File: src/rtl/vga_sync_rx.sv
// VGA sync receiver: measures line/frame timing from raw h/v sync pins and
// locks once two consecutive frames agree; reports pixel position while locked.
module vga_sync_rx #(
  parameter int unsigned SYNC_STAGES = 2,
  parameter int unsigned H_MAX       = 4095
) (
  input  logic        clk,
  input  logic        rst_n,
  input  logic        h_sync,
  input  logic        v_sync,
  output logic        locked,
  output logic [11:0] h_total,
  output logic [11:0] h_sync_len,
  output logic [10:0] v_total,
  output logic [10:0] v_sync_len,
  output logic [11:0] x,
  output logic [10:0] y,
  output logic        frame_start,
  output logic        err
);

  localparam logic [11:0] HMax = 12'(H_MAX);
  localparam logic [10:0] VMax = 11'h7ff;

  typedef enum logic [1:0] {StSearch, StMeasure, StVerify, StLocked} state_e;

  state_e state_q, state_d;

  logic [SYNC_STAGES-1:0] h_meta_q, v_meta_q;
  logic        h_prev_q, v_prev_q, v_pend_q;
  logic [11:0] hc_q, hl_q;
  logic [10:0] vc_q, vl_q;
  logic [11:0] cap_ht_q, cap_hs_q;
  logic [10:0] cap_vt_q, cap_vs_q;
  logic        err_q, frame_start_q;

  logic        h_s, v_s, h_fall, v_fall, fs, h_to, v_to;
  logic [11:0] h_period;
  logic [10:0] v_period;
  logic        h_ok, v_ok, cap_match, cap_en, out_en, err_d;

  // Synchronizers idle high so reset never fakes a sync edge.
  always_ff @(posedge clk or negedge rst_n) begin
    if (!rst_n) begin
      h_meta_q <= '1;
      v_meta_q <= '1;
      h_prev_q <= 1'b1;
      v_prev_q <= 1'b1;
    end else begin
      h_meta_q <= {h_meta_q[SYNC_STAGES-2:0], h_sync};
      v_meta_q <= {v_meta_q[SYNC_STAGES-2:0], v_sync};
      h_prev_q <= h_s;
      v_prev_q <= v_s;
    end
  end

  assign h_s      = h_meta_q[SYNC_STAGES-1];
  assign v_s      = v_meta_q[SYNC_STAGES-1];
  assign h_fall   = h_prev_q & ~h_s;
  assign v_fall   = v_prev_q & ~v_s;
  assign fs       = h_fall & (v_pend_q | v_fall);
  assign h_period = hc_q + 12'd1;
  assign v_period = vc_q + 11'd1;
  assign h_to     = (hc_q == HMax) & ~h_fall;
  assign v_to     = (vc_q == VMax) & ~fs;

  // The h_fall cycle itself is the first low clock of the new line.
  always_ff @(posedge clk or negedge rst_n) begin
    if (!rst_n) begin
      hc_q     <= '0;
      hl_q     <= '0;
      vc_q     <= '0;
      vl_q     <= '0;
      v_pend_q <= 1'b0;
    end else begin
      if (h_fall)            hc_q <= '0;
      else if (hc_q != HMax) hc_q <= hc_q + 12'd1;

      if (h_fall)                 hl_q <= 12'd1;
      else if (!h_s && hl_q != '1) hl_q <= hl_q + 12'd1;

      if (fs)                          vc_q <= '0;
      else if (h_fall && vc_q != VMax) vc_q <= vc_q + 11'd1;

      if (fs)                                 vl_q <= {10'd0, ~v_s};
      else if (h_fall && !v_s && vl_q != VMax) vl_q <= vl_q + 11'd1;

      if (fs)          v_pend_q <= 1'b0;
      else if (v_fall) v_pend_q <= 1'b1;
    end
  end

  assign h_ok      = (h_period == h_total) && (hl_q == h_sync_len);
  assign v_ok      = (v_period == v_total) && (vl_q == v_sync_len);
  assign cap_match = (h_period == cap_ht_q) && (hl_q == cap_hs_q) &&
                     (v_period == cap_vt_q) && (vl_q == cap_vs_q);

  always_comb begin
    state_d = state_q;
    cap_en  = 1'b0;
    out_en  = 1'b0;
    err_d   = 1'b0;
    if (h_to || v_to) begin
      state_d = StSearch;
      err_d   = (state_q == StLocked);
    end else begin
      case (state_q)
        StSearch: if (fs) state_d = StMeasure;
        StMeasure: begin
          if (fs) begin
            cap_en  = 1'b1;
            state_d = StVerify;
          end
        end
        StVerify: begin
          if (fs) begin
            if (cap_match) begin
              out_en  = 1'b1;
              state_d = StLocked;
            end else begin
              cap_en = 1'b1;
            end
          end
        end
        StLocked: begin
          if ((h_fall && !h_ok) || (fs && !v_ok)) begin
            err_d   = 1'b1;
            state_d = StSearch;
          end
        end
        default: state_d = StSearch;
      endcase
    end
  end

  always_ff @(posedge clk or negedge rst_n) begin
    if (!rst_n) begin
      state_q       <= StSearch;
      cap_ht_q      <= '0;
      cap_hs_q      <= '0;
      cap_vt_q      <= '0;
      cap_vs_q      <= '0;
      h_total       <= '0;
      h_sync_len    <= '0;
      v_total       <= '0;
      v_sync_len    <= '0;
      err_q         <= 1'b0;
      frame_start_q <= 1'b0;
    end else begin
      state_q       <= state_d;
      err_q         <= err_d;
      frame_start_q <= fs && (state_d == StLocked);
      if (cap_en) begin
        cap_ht_q <= h_period;
        cap_hs_q <= hl_q;
        cap_vt_q <= v_period;
        cap_vs_q <= vl_q;
      end
      if (out_en) begin
        h_total    <= h_period;
        h_sync_len <= hl_q;
        v_total    <= v_period;
        v_sync_len <= vl_q;
      end
    end
  end

  assign locked      = (state_q == StLocked);
  assign x           = locked ? hc_q : 12'd0;
  assign y           = locked ? vc_q : 11'd0;
  assign err         = err_q;
  assign frame_start = frame_start_q;

endmodule
File: config.mk
export PLATFORM = sky130hd
export DESIGN_NAME = vga_sync_rx
export DESIGN_NICKNAME = d
export VERILOG_FILES = /design/src/rtl/vga_sync_rx.sv
export SDC_FILE = /design/constraint.sdc
export NUM_CORES = 1
export LEC_CHECK = 0
export ABC_AREA = 1
export BUFFER_PORTS_ARGS = -buffer_cell sky130_fd_sc_hd__buf_2
export CAP_MARGIN = 10
export CELL_PAD_IN_SITES_DETAIL_PLACEMENT = 1
export CELL_PAD_IN_SITES_GLOBAL_PLACEMENT = 2
export CORE_ASPECT_RATIO = 1.75
export CORE_MARGIN = 10
export CORE_UTILIZATION = 32
export CTS_BUF_LIST = sky130_fd_sc_hd__clkbuf_2
export DETAILED_ROUTE_END_ITERATION = 6
export GPL_TIMING_DRIVEN = 0
export HOLD_SLACK_MARGIN = 0.05
export MAX_ROUTING_LAYER = met4
export PLACE_DENSITY = 0.88
export SYNTH_ARGS = -nofsm -noshare
export SYNTH_HDL_FRONTEND = slang
export SYNTH_SLANG_ARGS = --single-unit
File: constraint.sdc
create_clock -name clk -period 2.4 [get_ports clk]
set_clock_uncertainty 0.05 [all_clocks]
set_input_delay 0.12 -clock clk [delete_from_list [all_inputs] [get_ports clk]]
set_output_delay 0.12 -clock clk [all_outputs]
set_load 0.1 [all_outputs]
# Yosys cells after proc, flatten, opt, wreduce, memory -nomap -nowiden
# Cells that the tools add are included.
[classes] n_mul=0 n_div=0 n_reduce_logical=24 order_cmp=0 addsub=4 n_eq_ne=18 n_bitwise=10 n_shift=0 mux=31
[op_table] op="12-bit two-way mux" n=5
[op_table] op="11-bit two-way mux" n=5
[op_table] op="12-bit equality test" n=4
[op_table] op="11-bit equality test" n=4
[op_table] op="12-bit by 1-bit adder with 12-bit output (second input constant)" n=2
[op_table] op="12-bit inequality test (second input constant)" n=2
[op_table] op="11-bit by 1-bit adder with 11-bit output (second input constant)" n=2
[op_table] op="11-bit inequality test (second input constant)" n=2
[op_table] op="1-bit two-way mux" n=13
[op_table] op="12-bit equality test (second input constant)" n=1
[op_table] op="1-bit logical AND" n=12
[op_table] op="2-bit two-way mux" n=6
[op_table] op="11-bit equality test (second input constant)" n=1
[op_table] op="2-bit nonzero test" n=5
[op_table] op="2-bit one-hot mux with 4 select lines" n=1
[op_table] op="2-bit equality test (second input constant)" n=3
[op_table] op="1-bit AND" n=5
[op_table] op="1-bit zero test" n=4
[op_table] op="1-bit NOT" n=4
[op_table] op="2-bit by 1-bit equality test with 1-bit output (second input constant)" n=1
[op_table] op="2-bit zero test" n=1
[op_table] op="1-bit logical OR" n=2
[op_table] op="1-bit one-hot mux with 2 select lines" n=1
[op_table] op="1-bit OR" n=1
[word_totals] inputBits=4 romBits=0 mem_bits_rw=0 n_memories=0 regBits=149 latch_bits=0

# Logic depth before layout (Yosys ltp)
[logic_depth] depth_word=11 ltp_mapped=20

# Worst setup path before layout
# Ideal clock, no wire load.
[synth_path] path_type="register -> output" from="reg state_q[1]" to="out x[10]" setup_slack_ps=-235 n_path_buf=2 arrival_time_ps=2465 path_stages_with_launch=6 required_ps=2230 path_cell_list="dfrtp_1 ha_1 clkbuf_1 clkbuf_1 nand2_1 inv_1"
[synth_via] elab_chain_cells=2
[synth_lines] item="start, declared" line_no="27" source="state_e state_q, state_d;"
[synth_lines] item="start signal, assigned" line_no="138" source="state_q <= StSearch;"
[synth_lines] item="start signal, assigned" line_no="150" source="state_q <= state_d;"
[synth_lines] item="2-bit equality test" line_no="168" source="assign locked = (state_q == StLocked);"
[synth_lines] item="named net locked" line_no="11" source="output logic locked,"
[synth_lines] item="12-bit two-way mux" line_no="169" source="assign x = locked ? hc_q : 12'd0;"
[synth_lines] item="end, declared" line_no="16" source="output logic [11:0] x,"
# The timed path passes the listed nets, and every way through them passes these cells.

# Final worst setup path
[layout_path] from="reg vc_q[1]" to="reg cap_ht_q[0]"
[layout_via] elab_chain_cells=8
[layout_lines] item="start, declared" line_no="32" source="logic [10:0] vc_q, vl_q;"
[layout_lines] item="start signal, assigned" line_no="83" source="else if (h_fall && vc_q != VMax) vc_q <= vc_q + 11'd1;"
[layout_lines] item="11-bit by 1-bit adder with 11-bit output" line_no="63" source="assign v_period = vc_q + 11'd1;"
[layout_lines] item="named net v_period[1]" line_no="39" source="logic [10:0] v_period;"
[layout_lines] item="11-bit equality test" line_no="96" source="(v_period == cap_vt_q) && (vl_q == cap_vs_q);"
[layout_lines] item="1-bit logical AND" line_no="95" source="assign cap_match = (h_period == cap_ht_q) && (hl_q == cap_hs_q) &&"
[layout_lines] item="1-bit logical AND" line_no="96"
[layout_lines] item="1-bit two-way mux" line_no="117" source="if (cap_match) begin"
[layout_lines] item="1-bit two-way mux" line_no="116" source="if (fs) begin"
[layout_lines] item="1-bit one-hot mux with 2 select lines" line_no="107" source="case (state_q)"
[layout_lines] item="1-bit two-way mux" line_no="103" source="if (h_to || v_to) begin"
[layout_lines] item="end signal, assigned" line_no="154" source="cap_ht_q <= h_period;"
[layout_lines] item="end, declared" line_no="33" source="logic [11:0] cap_ht_q, cap_hs_q;"
# The timed path passes the listed nets, and every way through them passes these cells.
# A chain may end at the register's enable or synchronous reset.

==> impl_results.md <==
* Status: finished, violations left
* Failing checks: negative setup slack
* Syn Inst Count at 1099
* Critical path's largest stage delay at 0.48 ns
* Multiplexer share of the synthesized area at 0%
* Largest net degree at the start of global routing at 98
* # port buffers at 75
* XOR/XNOR share of the synthesized area at 3.87%
* Share of the synthesized area in the top cell type at 43.9%
* Initial core utilization at 32.3%
* Critical Path AT at 3.38 ns
* H-tree depth at 4
* Grt total ovfl at 0
* Total GRT Usage at 18.7%
* Slowest-stage cell, CP: dfrtp_2
* Drt first pass iters at 5
* Sequential share of power at 40.3%
* CTS tree: built
* Final net count at 1279
* Clk pwr share at 22.0%
* RSZ-0062 raised after global routing: true
* Most frequent CP cell: nand2_1
* Internal at 4.43 mW
* Vias per cell at 5.07
* I/O Pins at 76
* Worst r2r path cells at 19
* Worst Tran Pin Value at 0.698 ns
* Synth Cell Area at 8160 sq um
* Die X at 141 um
* Synth area leaders: dfrtp_1, nand2_1, inv_1
* Core area at 25200 sq um
* Full die area at 32500 sq um
* Worst-Skew Late Latency at 0.83 ns
* Die height at 231 um
* Final HPWL DP at 20600 um
* Final Max Slew Viols at 0
* Final Wtd Congestion at 0.826
* Peak Freq at 375 MHz
* Pwr dens at 633 nW/um^2
* Vias at 8089
* Setup WS post-layout at -0.265 ns
* Fillers at 2997
* CP Class: reg2reg
* Antenna Nets Post-Route at 0
* Largest family of logic cells by synthesized area: simple AND/OR/NAND/NOR gates
* Layout cells sized above 1 at 37.2%
* Max VDD drop at 0.271 mV
* Routed len/inst at 19.8 um
* Area Growth Syn to Fin at 43.7%
* Clock sinks at 149
* Final WL at 31600 um
* Leakage power at 5.68 nW
* Switching Fraction at 40.3%
* First-pass GRT wire length at 46600 um
* Crit-path cells: ha_4 > inv_2 > nand2_1 > nand2_2 > nor2_1 > nand2_1 > nor2_1 > nand2_1 > nor2_1 > nand4_1 > nor2_4 > nand2_1 > nand2_1 > nand2_2 > nand2_4 > buf_12 > clkbuf_16 > nand2_2 > o21ai_1
* Synth Area in Compound Gates at 11.2%
* Clock tree buffer depth at 2
* Syn_nets at 1112
* Critical Path Fanout Max at 5
* Post-Synth Adder-Cell Area at 1.38%
* Net Sw Power at 2.99 mW
* Synth Register Bits at 149
* Top cell type by total area after synthesis: dfrtp_1
* Critical Path RT at 3.11 ns
* DRC Markers at 0
* Simple-Gate Fraction of Synth Area at 28.1%
* Number of synthesis warnings at 0
* Worst Setup End Kind: flip-flop
* FP Rows at 77
* Syn Area/Cell at 7.42 sq um
* Post-DP Area at 8970 sq um
* Final core occ at 46.4%
* Final Critical Period at 2.66 ns
* Reg clk slew, reported paths at 0.22 ns
* Netlist cell types at 36
* Seq/Total Area, Yosys at 45.8%
* Fin area at 11700 sq um
* Vias in the first global route at 8577
* Endpoints failing hold at 0
* TritonCTS Buffers at 17
* Tcrit/Tclk final at 111%
* Iter 0 DRT Violations at 405
* Worst rel slew slack at 53.4%
* Gate power share at 37.7%
* Initial antenna violation count at 1
* CTS root buffer: clkbuf_2
* Hold/Removal Path Class: in2async
* Final Setup Violations at 104
* Crit start category: flip-flop
* Max_cap viols at 0
cells in the mapped netlist (all sizes together):
cell,n
o21a,1
inv,150
nor4,1
o21bai,1
nand4,9
a31oi,3
xor2,6
nand3,69
buf,18
nand2,375
o22ai,6
a21boi,2
clkinv,3
clkbuf,19
dfrtp,143
o31ai,1
dfstp,6
a21oi,20
ha,9
o21ai,130
nand3b,10
a211oi,2
nor3,12
nor2,72
o211a,1
xnor2,30
routing by layer:
metal	vias up	part of all wire (%)	GRT usage, %
met5	-	0	-
met1	4082	37	18.4
met3	66	2.1	2.97
li1	3803	-	-
met4	0	3.7	6.48
met2	138	57	35.9
metrics by stage:
stage	power, mW	TNS [ns]	std cells	setup WS [ns]	hold WS [ns]
final	7.42	-21.60	1595	-0.265	0.296
after floorplan	4.38	0	1099	0.0530	-0.226
after CTS	6.95	-9.39	1572	-0.132	0.238
after detailed placement	4.99	-51.29	1491	-0.629	0.0221
after global placement	4.93	-222.64	1490	-1.24	0.176
after global routing	7.82	-32.19	1595	-0.391	0.269
sequential cells by signal, summed over array words and instances (netlist names):
signal	count
hl_q	12
cap_ht_q	12
v_pend_q	1
vl_q	11
v_prev_q	1
h_meta_q	2
state_q	2
v_total	11
v_sync_len	11
v_meta_q	2
vc_q	11
frame_start	1
h_total	12
err	1
h_prev_q	1
hc_q	12
cap_vt_q	11
cap_hs_q	12
cap_vs_q	11
h_sync_len	12
cell families after synthesis:
family	after synthesis
simple gates	548
buf+inv	190
compound gates	167
flops	149
xor+xnor	36
fa+ha+maj	9
cells in the final DEF (no fill, tap or decap), types with 3 or more instances in the layout:
cell type	synthesis	final
xor2_1	6	6
buf_8	0	10
clkbuf_4	0	3
xnor2_1	30	27
nand3_2	0	13
clkbuf_2	2	20
buf_12	0	25
nand2_1	357	251
o22ai_1	6	6
bufinv_16	0	4
clkbuf_16	0	11
xnor2_2	0	3
buf_16	0	7
clkbuf_1	17	8
ha_1	9	6
nor3_1	12	12
dfstp_2	6	6
dfrtp_2	0	16
clkinv_1	3	6
nand4_1	9	9
dlygate4sd3_1	0	6
buf_4	2	41
nand3_4	0	5
buf_6	8	21
buf_2	8	51
nand2_2	18	75
nand3b_1	10	10
o21ai_0	78	32
nor2_1	67	57
nand3_1	69	51
dfrtp_1	143	127
nor2_2	3	7
inv_2	4	11
a21oi_1	19	17
nor2_4	2	8
nand2_4	0	48
o21ai_1	42	23
inv_1	146	138
a31oi_1	3	3
o21ai_2	10	73
power by group through the flow:
| stage | Clock [mW] | Combinational (mW) | Sequential (mW) |
|---|---|---|---|
| floorplan | 0 | 1.38 | 3.00 |
| global placement | 0 | 1.93 | 2.99 |
| detailed placement | 0 | 1.98 | 3.01 |
| CTS | 1.67 | 2.33 | 2.95 |
| global route | 1.76 | 3.03 | 3.03 |
| finish | 1.63 | 2.80 | 2.99 |
final timing paths:
kind	from	end	slack (ns)
min	rst_n	v_total[4]	0.30
max in group asynchronous	rst_n	hc_q[3]	1.46
min in group clk	v_meta_q[0]	v_meta_q[1]	0.32
min reg2reg	v_meta_q[0]	v_meta_q[1]	0.32
max	vc_q[1]	cap_ht_q[0]	-0.26
max reg2reg	vc_q[1]	cap_ht_q[0]	-0.26
worst max-delay path: cells and delay by family, from the launching register on:
| kind | cells | cell delay [ns] |
|---|---|---|
| adders and majority gates | 1 | 0.29 |
| AOI/OAI and AO/OA | 1 | 0.07 |
| and+or+nand+nor | 14 | 1.35 |
| buffers and inverters | 3 | 0.39 |
| DFF | 1 | 0.48 |
cell type report:
type / instances / area [sq um] / share of cell area, %
Tap cell: 316 / 395 / 3.37
Timing Repair Buffer: 151 / 1570 / 13.4
Multi-Input combinational cell: 760 / 4680 / 39.9
Antenna cell: 1 / 2.50 / 0.0213
Sequential cell: 149 / 3760 / 32.0
Clock buffer: 19 / 95.1 / 0.811
Buffer: 34 / 477 / 4.07
Inverter: 153 / 583 / 4.97
Clock inverter: 12 / 161 / 1.38
repair_timing:
| item | CTS | global route |
|---|---|---|
| resized for setup | 289 | 221 |
| setup buffers | 36 | 18 |
| cloned | 9 | 7 |
| hold buffers | 7 | 0 |
| endpoints found under the hold margin | 151 | 0 |
| pin swaps | 10 | 47 |
| endpoints found under the setup margin | 149 | 140 |
Note: power is estimated with default switching activity, not from simulation.
